--- src/rtl/access_arbiter_pkg.sv ---
// Shared definitions for the access arbiter.
//   DefNReq / DefTimeout : default requester count and ISSUE timeout in cycles
//   TimerW               : width of the ISSUE wait timer
//   state_e              : arbiter FSM state encoding
package access_arbiter_pkg;

    localparam int unsigned DefNReq    = 4;
    localparam int unsigned DefTimeout = 15;
    localparam int unsigned TimerW     = 8;

    typedef enum logic [1:0] {
        StIdle    = 2'd0,
        StIssue   = 2'd1,
        StRelease = 2'd2
    } state_e;

endpackage

--- src/rtl/rr_pick.sv ---
// Combinational round-robin picker.
//   req   : request vector
//   ptr   : highest-priority index for this pick
//   valid : at least one request is present
//   index : first requesting index found walking the ring upward from ptr
module rr_pick #(
    parameter int unsigned N_REQ = 4,
    parameter int unsigned IdxW  = 2
) (
    input  logic [N_REQ-1:0] req,
    input  logic [IdxW-1:0]  ptr,
    output logic             valid,
    output logic [IdxW-1:0]  index
);

    int unsigned     cand;
    logic [IdxW-1:0] cand_idx;
    logic            found;

    always_comb begin
        cand     = 0;
        cand_idx = '0;
        found    = 1'b0;
        index    = '0;
        for (int i = 0; i < N_REQ; i++) begin
            cand = int'(ptr) + i;
            if (cand >= N_REQ) begin
                cand = cand - N_REQ;
            end
            cand_idx = cand[IdxW-1:0];
            // Lowest ring offset from ptr wins.
            if (!found && req[cand_idx]) begin
                index = cand_idx;
                found = 1'b1;
            end
        end
        valid = found;
    end

endmodule

--- src/rtl/access_arbiter.sv ---
// Round-robin arbiter granting one requester at a time access to a shared access FSM.
//   clk, rst_n           : clock (rising edge) and asynchronous active-low reset
//   req, req_op          : per-requester level request and op (0=read, 1=write)
//   gnt                  : registered one-hot grant, held IDLE->ISSUE->RELEASE
//   done, err            : one-cycle completion / error pulses (never together)
//   busy                 : high whenever the FSM is not idle
//   acc_select, acc_op   : registered command to the access FSM
//   acc_valid, acc_rw    : status from the access FSM
module access_arbiter
    import access_arbiter_pkg::*;
#(
    parameter int unsigned N_REQ   = DefNReq,
    parameter int unsigned TIMEOUT = DefTimeout
) (
    input  logic             clk,
    input  logic             rst_n,
    input  logic [N_REQ-1:0] req,
    input  logic [N_REQ-1:0] req_op,
    output logic [N_REQ-1:0] gnt,
    output logic [N_REQ-1:0] done,
    output logic             err,
    output logic             busy,
    output logic             acc_select,
    output logic             acc_op,
    input  logic             acc_valid,
    input  logic             acc_rw
);

    localparam int unsigned     IdxW       = (N_REQ > 1) ? $clog2(N_REQ) : 1;
    localparam logic [IdxW-1:0] LastIdx    = IdxW'(N_REQ - 1);
    localparam logic [TimerW-1:0] TimeoutVal = TimerW'(TIMEOUT);

    state_e state_q, state_d;

    logic [IdxW-1:0]   ptr_q, ptr_d;
    logic [IdxW-1:0]   idx_q, idx_d;
    logic              op_q, op_d;
    logic [TimerW-1:0] timer_q, timer_d;
    logic [N_REQ-1:0]  gnt_q, gnt_d;
    logic [N_REQ-1:0]  done_q, done_d;
    logic              err_q, err_d;
    logic              busy_q, busy_d;
    logic              sel_q, sel_d;
    logic              acc_op_q, acc_op_d;

    logic              pick_valid;
    logic [IdxW-1:0]   pick_idx;

    rr_pick #(
        .N_REQ (N_REQ),
        .IdxW  (IdxW)
    ) u_rr_pick (
        .req   (req),
        .ptr   (ptr_q),
        .valid (pick_valid),
        .index (pick_idx)
    );

    // State register.
    always_ff @(posedge clk or negedge rst_n) begin
        if (!rst_n) begin
            state_q <= StIdle;
        end else begin
            state_q <= state_d;
        end
    end

    // Next-state logic.
    always_comb begin
        state_d = state_q;
        unique case (state_q)
            StIdle: begin
                if (pick_valid) begin
                    state_d = StIssue;
                end
            end
            StIssue: begin
                // acc_valid in the timeout cycle is still treated as a response.
                if (acc_valid || (timer_q == TimeoutVal)) begin
                    state_d = StRelease;
                end
            end
            StRelease: begin
                if (!acc_valid) begin
                    state_d = StIdle;
                end
            end
            default: state_d = StIdle;
        endcase
    end

    // Next values of the datapath and registered outputs.
    always_comb begin
        ptr_d   = ptr_q;
        idx_d   = idx_q;
        op_d    = op_q;
        timer_d = timer_q;
        gnt_d   = gnt_q;
        done_d  = '0;
        err_d   = 1'b0;
        unique case (state_q)
            StIdle: begin
                if (pick_valid) begin
                    idx_d           = pick_idx;
                    op_d            = req_op[pick_idx];
                    timer_d         = '0;
                    gnt_d           = '0;
                    gnt_d[pick_idx] = 1'b1;
                end
            end
            StIssue: begin
                if (acc_valid) begin
                    if (acc_rw == op_q) begin
                        done_d = gnt_q;
                    end else begin
                        err_d = 1'b1;
                    end
                end else if (timer_q == TimeoutVal) begin
                    err_d = 1'b1;
                end else begin
                    timer_d = timer_q + 1'b1;
                end
            end
            StRelease: begin
                if (!acc_valid) begin
                    gnt_d = '0;
                    ptr_d = (idx_q == LastIdx) ? '0 : idx_q + 1'b1;
                end
            end
            default: begin
                gnt_d = '0;
            end
        endcase
        busy_d   = (state_d != StIdle);
        sel_d    = (state_d == StIssue);
        // acc_op is forced low whenever select is low.
        acc_op_d = (state_d == StIssue) && op_d;
    end

    always_ff @(posedge clk or negedge rst_n) begin
        if (!rst_n) begin
            ptr_q    <= '0;
            idx_q    <= '0;
            op_q     <= 1'b0;
            timer_q  <= '0;
            gnt_q    <= '0;
            done_q   <= '0;
            err_q    <= 1'b0;
            busy_q   <= 1'b0;
            sel_q    <= 1'b0;
            acc_op_q <= 1'b0;
        end else begin
            ptr_q    <= ptr_d;
            idx_q    <= idx_d;
            op_q     <= op_d;
            timer_q  <= timer_d;
            gnt_q    <= gnt_d;
            done_q   <= done_d;
            err_q    <= err_d;
            busy_q   <= busy_d;
            sel_q    <= sel_d;
            acc_op_q <= acc_op_d;
        end
    end

    assign gnt        = gnt_q;
    assign done       = done_q;
    assign err        = err_q;
    assign busy       = busy_q;
    assign acc_select = sel_q;
    assign acc_op     = acc_op_q;

endmodule

--- config.mk ---
export PLATFORM = sky130hd
export DESIGN_NAME = access_arbiter
export DESIGN_NICKNAME = d
export VERILOG_FILES = /design/src/rtl/access_arbiter_pkg.sv /design/src/rtl/rr_pick.sv /design/src/rtl/access_arbiter.sv
export SDC_FILE = /design/constraint.sdc
export NUM_CORES = 1
export LEC_CHECK = 0
export CAP_MARGIN = 20
export CORE_UTILIZATION = 54
export CTS_CLUSTER_DIAMETER = 40
export DETAILED_ROUTE_END_ITERATION = 7
export HOLD_SLACK_MARGIN = 0.06
export PLACE_DENSITY_LB_ADDON = 0.12
export REMOVE_ABC_BUFFERS = 1
export SYNTH_ARGS = -nofsm -noshare
export SYNTH_HDL_FRONTEND = slang
export SYNTH_SLANG_ARGS = --single-unit
--- constraint.sdc ---
create_clock -name clk -period 3.2 [get_ports clk]
set_input_delay 0.32 -clock clk [delete_from_list [all_inputs] [get_ports clk]]
set_output_delay 0.32 -clock clk [all_outputs]
set_load 0.01 [all_outputs]
==> results.md <==
- Status: completed
- Pre-CTS setup slack: 0.982 ns
- Largest net degree at the start of global routing: 28
- Unrepaired setup endpoints after global routing: no
- Hold_buf cts: 0
- CTS Root Cell: clkbuf_4
- CTS clk-pin slew, worst paths: around 0.15 ns
- Die Y: 50.9 um
- Synth Area in Simple Gates: 0.207
- H-tree level count: 1
- Final worst slack: 1.18 ns
- Final GP Congestion: 0.780
- Vias per cell: 5.46
- Antenna violations before repair: 0
- Peak VDD IR: 0.585 mV
- Vias in the first global route: 929
- Die footprint: 2590 um2
- Synth area leaders: dfrtp_1 52%, xor2_1 4.1%, nand2_1 3.5%, nor2_1 2.9%, mux2_2 2.6%
- Hold Slack: 0.332 ns
- Max Freq: 0.494 GHz
- Critical Path Start: timer_q[0]$_DFFE_PN0P_
- Reg-to-reg slack, setup: 1.18 ns
- Setup TNS: 0 ns
- Fin crit share: 0.632
- Relative slew slack: 0.489
- CP Capture Type: flip-flop
- Sequential area share after synthesis: 0.523
- Maxcap violations: 0
- DRT Wirelength: 2190 um
- Final hold violations: 0
- Num CTS Buffers: 3
- Initial drt markers: 16
- Synth Area in Compound Gates: 0.140
- Reg2reg end: timer_q[0]$_DFFE_PN0P_
- Nets: 157
- Port Buffers: 23
- Critical path launch point type: flip-flop
- IO Count: 24
- Flops & latches, synth: 27
- Hold WC Path Type: in2async
- Finished Core Util: 0.702
- First-pass GRT wire length: 4000 um
- Post-Synthesis Cells: ~120
- Post-DP HPWL: between 1500 and 2000 um
- Pwr dens: 728 nW/um2
- Comb power frac: 0.408
- Via count: 928
- Synth cell types: 37
- Most common cell in the netlist: dfrtp_1
- Arr. time, crit path: 2.24 ns
- WP data required: 3.42 ns
- EDFF count, synth: 0
- PostCTS Resize Cnt: 0
- DRC viols: 0
- Clk buf depth: 2
- Xor/xnor share of the synthesized area: 0.0475
- Largest family of logic cells by synthesized area: simple AND/OR/NAND/NOR gates
- Routed Antenna Nets: 0
- Remaining global-route overflow: 0
- Asr flop ratio synth: 1.00
- Initial Util: 0.578
- Syn avg cell area: 11.0 um2
- Static Leak: 0.000699 uW
- Max FO, Critical Path: 11
- Yosys top cell by area: dfrtp_1
- Worst r2r src: timer_q[0]$_DFFE_PN0P_
- ANT cells: 0
- Synth Warn #: 0
- Worst Max-Slew Pin Slew: 0.763 ns
- Mapped cell area: 1290 um2
- Buffer count from post-CTS setup fixing: 0
- Area growth syn-to-layout: 21.4%
- Clk_skew: 0.0156 ns
- Routed len/inst: 12.9 um
- Mux cell area share after synthesis: 0.0339
- Top post-synthesis cells by count: 27 x dfrtp_1, 12 x nand2_1, 10 x nor2_1
- Final setup fails: 0
- Reg2Reg Depth: 5
- Crit path capture: timer_q[0]$_DFFE_PN0P_
- Register share of total power: 0.464
- Die width: about 51 um
- Pins over their slew limit: 0
- Drt first pass iters: 4
- Ratio of cells with drive above 1 in the final layout: 0.113
- Global-route usage over all layers: 0.209
- Adder-cell share of the synthesized area: 0.0194
- Most used flip-flop cell after synthesis: dfrtp_1
- Crit Path Category: reg2reg
- Internal cell power: around 720 uW
- Post-synth top area share: 0.523
- CTS tree: built
- Clock Sink Count: 27
- Worst-Skew Late Latency: 0.33 ns
- Row cnt: 17
- Min Tclk post-route: 2.02 ns
- Core area: between 2000 and 2500 um2
- Fill count: 190
- Sw frac: 0.366
- Clock group share of total power: 0.128
- Sw Pwr: 418 uW
area by class of cell:
class	instances	area [um2]	area share
Clock inverter	1	7.51	0.00479
Tap cell	28	35.0	0.0223
Sequential cell	27	676	0.431
Clock buffer	3	22.5	0.0144
Inverter	3	11.3	0.00718
Timing Repair Buffer	24	238	0.152
Multi-Input combinational cell	84	578	0.369
power groups by stage:
stage	logic, uW	registers [uW]	clock network [uW]
after floorplan	275	540	0
after global placement	460	535	0
after detailed placement	471	535	0
after CTS	473	529	154
after global routing	521	545	170
final	466	529	146
registers in the layout, indices dropped and copies added, names as in the netlist:
signal,cells
timer_q,8
acc_op,1
acc_select,1
busy,1
gnt,4
idx_q,2
done,4
op_q,1
err,1
ptr_q,2
state_q,2
critical path: stages, from the launching register on:
cell and delay (ns):
dfrtp_1 0.42, ha_1 0.23, and3_1 0.23, a211oi_2 0.58
nor2_1 0.15, mux2_2 0.31
logic make-up (layout without fill, tap and decap cells):
group,count (synthesis),after routing
adders and majority gates,2,2
muxes,4,4
buffers and inverters,6,31
and+or+nand+nor,47,47
xor gates and xnor gates,7,7
AOI/OAI and AO/OA,24,24
DFF,27,27
cells in the final DEF, fill, tap and decap left out, types with 3 or more instances in the layout:
cell type and count:
nand2_1 12, and2_1 5, clkdlybuf4s50_1 23, clkbuf_4 3, o211ai_1 3, mux2_2 3, xor2_1 6, nor2_1 10
o21ai_0 6, dfrtp_1 27, and3_1 4, inv_1 3
per-stage QoR:
stage / power [uW] / std cells / instance area (um2)
2_1_floorplan: 815 / 114 / 1260
3_3_place_gp: 994 / 166 / 1540
3_5_place_dp: 1010 / 166 / 1540
4_1_cts: 1160 / 170 / 1570
5_1_grt: 1240 / 170 / 1570
6_report: 1140 / 170 / 1570
layer usage:
layer  share of wire  track usage  wire (um)  up-vias
met5               0            0          0        -
met4          0.0068       0.0602         15        0
met3           0.032       0.0625         71        2
met2            0.49        0.351       1070       16
met1            0.47        0.259       1040      444
li1                -            -          -      466
worst min-delay path by stage:
| stage | to | depth (start not counted) | startpoint | slack [ns] |
|---|---|---|---|---|
| finish | timer_q[4]$_DFFE_PN0P_ | 2 | rst_n | 0.33 |
| global route | timer_q[4]$_DFFE_PN0P_ | 2 | rst_n | 0.36 |
| CTS | timer_q[5]$_DFFE_PN0P_ | 2 | rst_n | 0.33 |
| detailed placement | gnt[2]$_DFFE_PN0P_ | 2 | gnt[2]$_DFFE_PN0P_ | 0.49 |
| global placement | idx_q[1]$_DFFE_PN0P_ | 2 | idx_q[1]$_DFFE_PN0P_ | 0.48 |
| floorplan | acc_op$_DFF_PN0_ | 0 | rst_n | 0.02 |
Power figures use the tool's default switching activity.
